**src/rtl/vga_timing_if.sv**
```systemverilog
// vga_timing_if: count enable in, raster coordinates/syncs/strobes/pattern out of vga_timing_gen.
interface vga_timing_if;
  logic ena;
  logic [9:0] hpos, vpos;
  logic hsync, vsync, display_on;
  logic line_start, frame_start, vblank_tick;
  logic [7:0] frame_count;
  logic hsync_d, vsync_d, display_on_d;
  logic [5:0] rgb_pat;
  modport master (
    input ena,
    output hpos, vpos, hsync, vsync, display_on, line_start, frame_start, vblank_tick,
    output frame_count, hsync_d, vsync_d, display_on_d, rgb_pat
  );
  modport slave (
    output ena,
    input hpos, vpos, hsync, vsync, display_on, line_start, frame_start, vblank_tick,
    input frame_count, hsync_d, vsync_d, display_on_d, rgb_pat
  );
endinterface

```
**src/rtl/vga_timing_gen.sv**
```systemverilog
// vga_timing_gen: parameterised VGA raster timing with PIPE_DELAY-aligned sync/enable copies.
// Define VGA_TIMING_PATTERN_EN to add the 8-bar colour test pattern on rgb_pat.
module vga_timing_gen #(
  parameter int H_DISPLAY  = 640,
  parameter int H_FRONT    = 16,
  parameter int H_SYNC     = 96,
  parameter int H_BACK     = 48,
  parameter int V_DISPLAY  = 480,
  parameter int V_FRONT    = 10,
  parameter int V_SYNC     = 2,
  parameter int V_BACK     = 33,
  parameter bit SYNC_POL   = 1'b0,
  parameter int PIPE_DELAY = 1
) (
  input logic clk,
  input logic rst_n,
  vga_timing_if.master bus
);
  localparam int H_TOTAL = H_DISPLAY + H_FRONT + H_SYNC + H_BACK;
  localparam int V_TOTAL = V_DISPLAY + V_FRONT + V_SYNC + V_BACK;
  localparam logic [9:0] H_LAST = 10'(H_TOTAL - 1);
  localparam logic [9:0] V_LAST = 10'(V_TOTAL - 1);
  localparam logic [9:0] H_DISP = 10'(H_DISPLAY);
  localparam logic [9:0] V_DISP = 10'(V_DISPLAY);
  localparam logic [9:0] HS_ON  = 10'(H_DISPLAY + H_FRONT);
  localparam logic [9:0] HS_OFF = 10'(H_DISPLAY + H_FRONT + H_SYNC);
  localparam logic [9:0] VS_ON  = 10'(V_DISPLAY + V_FRONT);
  localparam logic [9:0] VS_OFF = 10'(V_DISPLAY + V_FRONT + V_SYNC);
`ifdef VGA_TIMING_PATTERN_EN
  localparam int PW = 9;
`else
  localparam int PW = 3;
`endif
  localparam logic [PW-1:0] PIPE_RST = PW'({~SYNC_POL, ~SYNC_POL, 1'b0});
  logic [9:0] hpos, vpos;
  logic [7:0] frame_count;
  logic h_wrap, live, hsync, vsync, display_on, line_start, frame_start, vblank_tick;
  logic [PW-1:0] cur, dly;
  assign h_wrap = hpos >= H_LAST;
  // Out-of-range coordinates collapse to zero on the next enabled clock.
  always_ff @(posedge clk)
    if (!rst_n) begin
      hpos        <= 10'd0;
      vpos        <= 10'd0;
      frame_count <= 8'd0;
    end else if (bus.ena) begin
      hpos <= h_wrap ? 10'd0 : hpos + 10'd1;
      vpos <= (vpos > V_LAST || (h_wrap && vpos == V_LAST)) ? 10'd0 : vpos + 10'(h_wrap);
      if (vblank_tick) frame_count <= frame_count + 8'd1;
    end
  always_comb begin
    live        = bus.ena & rst_n;
    hsync       = (hpos >= HS_ON && hpos < HS_OFF) ? SYNC_POL : ~SYNC_POL;
    vsync       = (vpos >= VS_ON && vpos < VS_OFF) ? SYNC_POL : ~SYNC_POL;
    display_on  = hpos < H_DISP && vpos < V_DISP;
    line_start  = live && hpos == 10'd0;
    frame_start = line_start && vpos == 10'd0;
    vblank_tick = line_start && vpos == V_DISP;
  end
`ifdef VGA_TIMING_PATTERN_EN
  assign cur = {{2{hpos[9]}}, {2{hpos[8]}}, {2{hpos[7]}}, hsync, vsync, display_on};
  assign bus.rgb_pat = dly[0] ? dly[8:3] : 6'b0;
`else
  assign cur = {hsync, vsync, display_on};
  assign bus.rgb_pat = 6'b0;
`endif
  generate
    if (PIPE_DELAY == 0) begin : g_nopipe
      assign dly = cur;
    end else begin : g_pipe
      logic [PW-1:0] sr [PIPE_DELAY];
      always_ff @(posedge clk)
        if (!rst_n) begin
          for (int i = 0; i < PIPE_DELAY; i++) sr[i] <= PIPE_RST;
        end else if (bus.ena) begin
          sr[0] <= cur;
          for (int i = 1; i < PIPE_DELAY; i++) sr[i] <= sr[i-1];
        end
      assign dly = sr[PIPE_DELAY-1];
    end
  endgenerate
  assign bus.hpos         = hpos;
  assign bus.vpos         = vpos;
  assign bus.hsync        = hsync;
  assign bus.vsync        = vsync;
  assign bus.display_on   = display_on;
  assign bus.line_start   = line_start;
  assign bus.frame_start  = frame_start;
  assign bus.vblank_tick  = vblank_tick;
  assign bus.frame_count  = frame_count;
  assign bus.hsync_d      = dly[2];
  assign bus.vsync_d      = dly[1];
  assign bus.display_on_d = dly[0];
endmodule

```
**src/flat_wrapper.sv**
```systemverilog
// flat-port wrapper written by rule: the top's interface ports become plain ports
module vga_timing_gen_flat 
#(
  parameter int H_DISPLAY  = 640,
  parameter int H_FRONT    = 16,
  parameter int H_SYNC     = 96,
  parameter int H_BACK     = 48,
  parameter int V_DISPLAY  = 480,
  parameter int V_FRONT    = 10,
  parameter int V_SYNC     = 2,
  parameter int V_BACK     = 33,
  parameter bit SYNC_POL   = 1'b0,
  parameter int PIPE_DELAY = 1
)
  (clk, rst_n, bus_ena, bus_hpos, bus_vpos, bus_hsync, bus_vsync, bus_display_on, bus_line_start, bus_frame_start, bus_vblank_tick, bus_frame_count, bus_hsync_d, bus_vsync_d, bus_display_on_d, bus_rgb_pat);
  vga_timing_if bus_i ();
  input logic clk;
  input logic rst_n;
  input wire logic [$bits(bus_i.ena)-1:0] bus_ena;
  output wire logic [$bits(bus_i.hpos)-1:0] bus_hpos;
  output wire logic [$bits(bus_i.vpos)-1:0] bus_vpos;
  output wire logic [$bits(bus_i.hsync)-1:0] bus_hsync;
  output wire logic [$bits(bus_i.vsync)-1:0] bus_vsync;
  output wire logic [$bits(bus_i.display_on)-1:0] bus_display_on;
  output wire logic [$bits(bus_i.line_start)-1:0] bus_line_start;
  output wire logic [$bits(bus_i.frame_start)-1:0] bus_frame_start;
  output wire logic [$bits(bus_i.vblank_tick)-1:0] bus_vblank_tick;
  output wire logic [$bits(bus_i.frame_count)-1:0] bus_frame_count;
  output wire logic [$bits(bus_i.hsync_d)-1:0] bus_hsync_d;
  output wire logic [$bits(bus_i.vsync_d)-1:0] bus_vsync_d;
  output wire logic [$bits(bus_i.display_on_d)-1:0] bus_display_on_d;
  output wire logic [$bits(bus_i.rgb_pat)-1:0] bus_rgb_pat;
  assign bus_i.ena = bus_ena;
  assign bus_hpos = bus_i.hpos;
  assign bus_vpos = bus_i.vpos;
  assign bus_hsync = bus_i.hsync;
  assign bus_vsync = bus_i.vsync;
  assign bus_display_on = bus_i.display_on;
  assign bus_line_start = bus_i.line_start;
  assign bus_frame_start = bus_i.frame_start;
  assign bus_vblank_tick = bus_i.vblank_tick;
  assign bus_frame_count = bus_i.frame_count;
  assign bus_hsync_d = bus_i.hsync_d;
  assign bus_vsync_d = bus_i.vsync_d;
  assign bus_display_on_d = bus_i.display_on_d;
  assign bus_rgb_pat = bus_i.rgb_pat;
  vga_timing_gen #(.H_DISPLAY(H_DISPLAY), .H_FRONT(H_FRONT), .H_SYNC(H_SYNC), .H_BACK(H_BACK), .V_DISPLAY(V_DISPLAY), .V_FRONT(V_FRONT), .V_SYNC(V_SYNC), .V_BACK(V_BACK), .SYNC_POL(SYNC_POL), .PIPE_DELAY(PIPE_DELAY)) u_core (.clk(clk), .rst_n(rst_n), .bus(bus_i));
endmodule
```
**config.mk**
```make
export PLATFORM = sky130hd
export DESIGN_NAME = vga_timing_gen_flat
export DESIGN_NICKNAME = d
export VERILOG_FILES = /design/src/rtl/vga_timing_if.sv /design/src/rtl/vga_timing_gen.sv /design/src/flat_wrapper.sv
export SDC_FILE = /design/constraint.sdc
export NUM_CORES = 1
export LEC_CHECK = 0
export ABC_CLOCK_PERIOD_IN_PS = 2800
export CAP_MARGIN = 20
export CORE_MARGIN = 8
export CORE_UTILIZATION = 43
export CTS_CLUSTER_DIAMETER = 100
export DETAILED_ROUTE_END_ITERATION = 12
export PLACE_DENSITY = 0.73
export SLEW_MARGIN = 20
export SYNTH_ARGS = -nofsm -noshare
export SYNTH_HDL_FRONTEND = slang
export SYNTH_SLANG_ARGS = --single-unit
export TNS_END_PERCENT = 5
```
**constraint.sdc**
```tcl
create_clock -name clk -period 2.8 [get_ports clk]
set_input_delay 0.42 -clock clk [delete_from_list [all_inputs] [get_ports clk]]
set_output_delay 0.42 -clock clk [all_outputs]
set_load 0.01 [all_outputs]
```
==> implementation parameters, run 1 <==
Parameter                              Value

Status
  Run status    finished clean

STA
  Final clock skew    0.003204 ns
  Setup TNS after final layout    0 ns
  Clock period minus final worst setup slack    2.651 ns
  Pin slew with the least headroom to its limit    0.6485 ns
  Final setup violating endpoints    0
  Final number of max-transition violations    0
  Hold Slack    0.4864 ns
  Count of final hold-check violations    0
  Unrepaired setup endpoints after global routing    false
  Post-route fraction of the period consumed by the critical path    94.69%
  Worst relative slew slack    56.58%
  Maximum frequency from static timing analysis    0.3772 GHz

Placed design
  Placer congestion estimate    0.7788
  DP HPWL    2.984 mm
  Port Buffer Count    39
  Placed cell count    281

Synthesis
  Ys async rst share    0%
  Post-synth EDFFs    3
  Synth top area share    33.94%
  Largest cells by area after synthesis    sky130_fd_sc_hd__dfxtp_1 34%, sky130_fd_sc_hd__nor2_1 5.9%, sky130_fd_sc_hd__edfxtp_1 5.5%
  Post-synth cell types    37
  Syn Inst Count    199
  Dominant cell type by area after synthesis    sky130_fd_sc_hd__dfxtp_1
  Number of warnings issued by yosys    0
  Average cell area after synthesis    8.299 um2
  Netlist area before placement    1652 um2
  Number of synthesized register bits    31
  Synth Flop Type    sky130_fd_sc_hd__dfxtp_1
  Sequential-to-total area share from yosys stat    39.39%

CTS
  TritonCTS clock tree    built
  Clock buffers created by TritonCTS    5
  Number of H-tree branching levels    2
  Buffers from clock root to sink, at most    2
  Total setup buffers inserted after CTS    0
  Clock transition time at the flip-flop clock pins of the worst setup and hold paths    0.07 ns
  Clock latency on the worst-skew pair    0.28 ns
  Post-cts hold buffer count    0
  Number of sinks handled by clock tree synthesis    31
  Root buf cell    sky130_fd_sc_hd__clkbuf_8
  Cells resized by post-CTS repair    2

Drt
  First-pass iteration count of the detailed router    4
  Drt total wl    4.114 mm
  DR DRC count    0
  Count of vias placed by the detailed router    1544
  Count of nets left with antenna violations after detail routing    0
  Vias per std cell    5.343
  Routed wirelength normalized by instance count    14.24 um
  Starting DRT DRC Count    75

GRT
  Largest net degree at the start of global routing    14
  GR Util All Layers    13.44%
  Via count of the first global-routing pass    1436
  Number of antenna violations at the first check in global routing    0
  Global-route wire length before repair    6.837 mm
  Global route overflow    0

Cells and area
  Synth-to-layout area growth    31.06%
  # nets final    248
  Final std cells w/o fill    289
  Fraction of layout cells with a size suffix above 1    8.299%
  Ant. Diodes    0

Critical path
  Required time reported for the critical path endpoint    2.38 ns
  CP Class    reg2out
  Max incr delay on CP    0.61 ns
  Type of destination of the critical path    primary output
  Largest fanout on the critical path    6
  Cell breakdown of the critical path    or4_1, or4_2, nor2_1, dlygate4sd2_1
  Arr. time, crit path    2.23 ns
  Reg-to-reg setup timing slack    0.54 ns
  Critical path startpoint category    flop
  Cell family with the largest share of critical-path delay    simple AND/OR/NAND/NOR gates
  Number of buffers and inverters on the critical path    1
  Critical Path Slowest Stage Cell    sky130_fd_sc_hd__or4_1

Floorplan
  Die X    77.98 um
  Ports placed on the boundary    46
  Floorplan die height    77.98 um
  Core region area    3689 um2
  Die ar.    6080 um2
  Total number of placement rows    22
  Starting Density    44.78%

Pwr
  Pwr dens    417.3 nW/um2
  Maximum vdd drop    0.3252 mV
  Leakage Power    0.8007 nW

Flow run
  Max Cap Violations    0

Min path
  Worst min-delay path category    reg2reg
==> Yosys cell counts (all sizes together), types with 7 or more instances <==
master / number
a21oi: 10
buf: 9
clkbuf: 7
dfxtp: 28
inv: 9
nand2: 20
nand4: 10
nor2: 26
o21ai: 7
o31ai: 7
or4: 12
xnor2: 7
xor2: 8
==> metal layers <==
metal	GRT usage, %	routed length (um)
met2	20.72	1872
met3	3.687	268
met4	7.037	70
met1	16.69	1903
met5	0	0
==> power by group <==
part	internal, W	leakage, nW	switching, W
Sequential	0.000452	0.252	0.00000426
Clock	0.000224	0.0515	0.000169
Combinational	0.0000210	0.497	0.0000330
Total	0.000697	0.801	0.000206
==> path summary, 6_finish.rpt <==
path | start | end | cells after the start
worst min register to register | u_core.bus.frame_count[7]$_SDFFE_PN0P_ | u_core.bus.frame_count[7]$_SDFFE_PN0P_ | 2
worst max register to register | u_core.bus.hpos[0]$_SDFFE_PN0P_ | u_core.bus.vpos[8]$_SDFFE_PN0P_ | 10
worst min-delay path | u_core.bus.frame_count[7]$_SDFFE_PN0P_ | u_core.bus.frame_count[7]$_SDFFE_PN0P_ | 2
worst max-delay path | u_core.bus.vpos[5]$_SDFFE_PN0P_ | bus_frame_start | 4
==> kinds of logic after synthesis <==
family                   share of synthesized area [%]
buffers and inverters                            8.030
AND/OR/NAND/NOR                                  29.85
flip-flops                                       39.39
adder cells (fa/ha/maj)                          3.788
other                                           0.2271
XOR/XNOR                                         7.955
AO/OA/AOI/OAI                                    10.76
==> cell usage in the layout (no fill, tap or decap), types with 2 or more instances in the layout <==
cell and count:
sky130_fd_sc_hd__o31ai_1 7, sky130_fd_sc_hd__buf_4 6, sky130_fd_sc_hd__or4_1 8, sky130_fd_sc_hd__or4_4 3
sky130_fd_sc_hd__a21oi_1 10, sky130_fd_sc_hd__o21ai_0 6, sky130_fd_sc_hd__dfxtp_1 28, sky130_fd_sc_hd__dlygate4sd2_1 2
sky130_fd_sc_hd__nand2_1 20, sky130_fd_sc_hd__nand4_1 9, sky130_fd_sc_hd__clkbuf_8 7, sky130_fd_sc_hd__xor2_1 8
sky130_fd_sc_hd__nor2_1 26, sky130_fd_sc_hd__nor3_1 6, sky130_fd_sc_hd__conb_1 6, sky130_fd_sc_hd__edfxtp_1 3
sky130_fd_sc_hd__nor4_1 2, sky130_fd_sc_hd__nand3_1 6, sky130_fd_sc_hd__clkdlybuf4s50_1 37, sky130_fd_sc_hd__xnor2_1 7
sky130_fd_sc_hd__and3_1 3, sky130_fd_sc_hd__ha_1 5, sky130_fd_sc_hd__inv_1 9, sky130_fd_sc_hd__or3_1 3
==> registers in the layout, indices dropped and copies added (netlist names) <==
| name | count |
|---|---|
| u_core.bus.hpos | 10 |
| u_core.bus.frame_count | 8 |
| u_core.g_pipe.sr | 3 |
| u_core.bus.vpos | 10 |
==> metrics by stage <==
step / cell area, um2 / util, % / power, W / setup WS, ns
2_1_floorplan: 1670 / - / 0.0005009 / 0.5238
3_3_place_gp: 2067 / 56.04 / 0.0005196 / 0.1941
3_5_place_dp: 2067 / 56.04 / 0.0005199 / 0.1511
4_1_cts: 2165 / 58.68 / 0.0009061 / 0.1163
5_1_grt: 2165 / 58.68 / 0.0009305 / 0.07133
6_report: 2165 / 58.68 / 0.0009032 / 0.1486
==> worst reg2reg max path, cell delays in order, from the launching register on <==
cell,delay (ns)
sky130_fd_sc_hd__dfxtp_1,0.42
sky130_fd_sc_hd__ha_1,0.23
sky130_fd_sc_hd__nand4_1,0.10
sky130_fd_sc_hd__a21o_1,0.26
sky130_fd_sc_hd__inv_1,0.08
sky130_fd_sc_hd__ha_1,0.18
sky130_fd_sc_hd__ha_1,0.18
sky130_fd_sc_hd__nand4_1,0.18
sky130_fd_sc_hd__nor3_1,0.28
sky130_fd_sc_hd__xnor2_1,0.14
sky130_fd_sc_hd__nor2_1,0.05
==> cell type report <==
cell class / instances / area, um2
Tap cell: 48 / 60.06
Timing Repair Buffer: 45 / 432.9
Sequential cell: 31 / 650.6
Clock buffer: 8 / 100.1
Multi-Input combinational cell: 148 / 887.1
Inverter: 9 / 33.78
Fill cell: 361 / 1524
Note: power is estimated with default switching activity, not from simulation.
==> run 2, diff against run 1 <==
Settings changed: ABC_CLOCK_PERIOD_IN_PS 2800 to 2450.
Clock period 2.8 ns to 2.45 ns, I/O delays scaled along.
==> implementation parameters, run 2 (synthesis gave the netlist of run 1 again) <==
Parameter                              Value

Status
  Run status    finished clean

Placed design
  DP HPWL    3.127 mm (+4.8%)
  Placer congestion estimate    0.8085 (+3.8%)
  Port Buffer Count    39 (unchanged)
  Placed cell count    294 (+4.6%)
  Worst Setup Slack post-DPL    -0.04274 ns (-0.1939 ns)
  DP Area    2165 um2 (+4.7%)

Min path
  Terminating pin of the worst hold path    u_core.bus.frame_count[7]$_SDFFE_PN0P_
  Hold Startpoint    u_core.bus.frame_count[7]$_SDFFE_PN0P_
  Number of cells on the worst hold path    2 (unchanged)
  Worst min-delay path category    reg2reg

GRT
  Number of antenna violations at the first check in global routing    0 (unchanged)
  Global-route wire length before repair    6.948 mm (+1.6%)
  Largest net degree at the start of global routing    14 (unchanged)
  GR Util All Layers    13.67% (+0.23 points)
  Via count of the first global-routing pass    1476 (+2.8%)
  Global route overflow    0 (unchanged)

Critical path
  Type of destination of the critical path    primary output
  RR Startpoint    u_core.bus.vpos[2]$_SDFFE_PN0P_
  Required time reported for the critical path endpoint    2.08 ns (-0.30 ns)
  Reg-to-reg setup timing slack    0.24 ns (-0.30 ns)
  Number of cells on the worst reg-to-reg path    5 (-5)
  CP Class    reg2out
  Arr. time, crit path    2.02 ns (-0.21 ns)
  Endpoint of the most critical register-to-register path    u_core.bus.frame_count[4]$_SDFFE_PN0P_
  Largest fanout on the critical path    3 (-3)
  Critical path startpoint category    flop

Floorplan
  Die ar.    6080 um2 (unchanged)
  Ports placed on the boundary    46 (unchanged)
  Starting Density    44.78% (unchanged)
  Die X    77.98 um (unchanged)
  Core region area    3689 um2 (unchanged)
  Total number of placement rows    22 (unchanged)
  Floorplan die height    77.98 um (unchanged)

Drt
  Drt total wl    4.179 mm (+1.6%)
  DR DRC count    0 (unchanged)
  Count of vias placed by the detailed router    1563 (+1.2%)
  First-pass iteration count of the detailed router    4 (unchanged)
  Routed wirelength normalized by instance count    13.79 um (-3.1%)
  Count of nets left with antenna violations after detail routing    0 (unchanged)
  Vias per std cell    5.158 (-3.4%)
  Starting DRT DRC Count    112 (+49%)

Cells and area
  Final std cells w/o fill    303 (+4.8%)
  Largest regs    u_core.bus.hpos x10, u_core.bus.vpos x10, u_core.bus.frame_count x8
  # nets final    262 (+5.6%)
  Fill cells    335 (-7.2%)
  Synth-to-layout area growth    36.74%
  Final std cell area, no fill    2258 um2 (+4.3%)
  Most frequent standard cell in the layout excluding fill and tap cells    sky130_fd_sc_hd__clkdlybuf4s50_1
  Top library cells by usage in the layout, fill and taps aside    37 x sky130_fd_sc_hd__clkdlybuf4s50_1, 28 x sky130_fd_sc_hd__dfxtp_1, 25 x sky130_fd_sc_hd__nor2_1
  Fraction of layout cells with a size suffix above 1    14.12% (+5.8 points)
  Ant. Diodes    0 (unchanged)

CTS
  Clock buffers created by TritonCTS    5 (unchanged)
  Number of sinks handled by clock tree synthesis    31 (unchanged)
  Number of H-tree branching levels    2 (unchanged)
  Clock latency on the worst-skew pair    0.28 ns (about the same)
  Clock transition time at the flip-flop clock pins of the worst setup and hold paths    0.07 ns (about the same)
  Root buf cell    sky130_fd_sc_hd__clkbuf_8
  Buffers from clock root to sink, at most    2 (unchanged)
  Post-cts hold buffer count    0 (unchanged)
  TritonCTS clock tree    built

STA
  Unrepaired setup endpoints after global routing    false
  Clock period minus final worst setup slack    2.390 ns
  Post-route fraction of the period consumed by the critical path    97.53%
  Worst relative slew slack    56.80% (+0.22 points)
  Pin slew with the least headroom to its limit    0.6452 ns (-0.003277 ns)
  Final clock skew    0.006610 ns (+0.003406 ns)
  Final setup violating endpoints    0 (unchanged)
  Setup WS post-layout    0.06040 ns (-0.08821 ns)
  Maximum frequency from static timing analysis    0.4185 GHz
  Final number of max-transition violations    0 (unchanged)
  Count of final hold-check violations    0 (unchanged)

Flow run
  Max Cap Violations    0 (unchanged)

Pwr
  Leakage Power    0.8617 nW (+7.6%)
  Maximum vdd drop    0.2729 mV (-16%)
  Tot Pwr    0.0009720 W (+7.6%)
  Pwr dens    430.4 nW/um2 (+3.1%)
[run 2: worst max-delay path, cell delays in order, from the launching register on]
cell	delay (ns)
sky130_fd_sc_hd__dfxtp_1	0.32
sky130_fd_sc_hd__or4_4	0.54
sky130_fd_sc_hd__or4_4	0.49
sky130_fd_sc_hd__nor2_1	0.12
sky130_fd_sc_hd__dlygate4sd2_1	0.28
[run 2: metal layers]
layer	global-route usage, %	part of all wire [%]	wire length [um]
met1	17.71	47	1958
met4	4.074	0.93	39
met2	21.30	46	1909
met5	0	0	0
met3	4.147	6.5	272
[run 2: layout make-up]
class	count	area, um2	area share [%]
multi-input cells	148	898.4	39.78
flip-flops and latches	31	650.6	28.81
repair buffers	59	534.3	23.66
clock buffers	7	76.32	3.379
well taps	48	60.06	2.659
inverters	9	33.78	1.496
clock inverters	1	5.005	0.2216
[run 2: through the flow]
stage | setup TNS (ns) | util (%) | hold WS, ns
2_1_floorplan | 0 | - | 0.4959
3_3_place_gp | -0.03909 | 58.68 | 0.4625
3_5_place_dp | -0.04274 | 58.68 | 0.4744
4_1_cts | -0.03419 | 60.89 | 0.4845
5_1_grt | 0 | 61.23 | 0.5076
6_report | 0 | 61.23 | 0.4816
[run 2: timing repair]
item	4_1_cts	5_1_grt
setup endpoints to repair	2	2
pin swaps	0	2
setup buffers	0	1
gates cloned	0	0
endpoints found under the hold margin	0	0
resized for setup	4	4
[run 2: worst max path at each step]
stage                                    start                                     end  cells past startpoint
2_1_floorplan  u_core.bus.vpos[9]$_SDFFE_PN0P_  u_core.bus.frame_count[4]$_SDFFE_PN0P_                      6
3_3_place_gp   u_core.bus.vpos[2]$_SDFFE_PN0P_                         bus_frame_start                      4
3_5_place_dp   u_core.bus.vpos[2]$_SDFFE_PN0P_                         bus_frame_start                      4
4_1_cts        u_core.bus.vpos[2]$_SDFFE_PN0P_                         bus_frame_start                      4
5_1_grt        u_core.bus.vpos[2]$_SDFFE_PN0P_                         bus_vblank_tick                      4
6_report       u_core.bus.vpos[2]$_SDFFE_PN0P_                         bus_vblank_tick                      4
[run 2: power by group]
part | switching [W] | total [W] | internal, W
clock | 0.000184 | 0.000383 | 0.000199
combinational | 0.0000383 | 0.0000675 | 0.0000292
sequential | 0.00000507 | 0.000522 | 0.000517
total | 0.000227 | 0.000972 | 0.000745
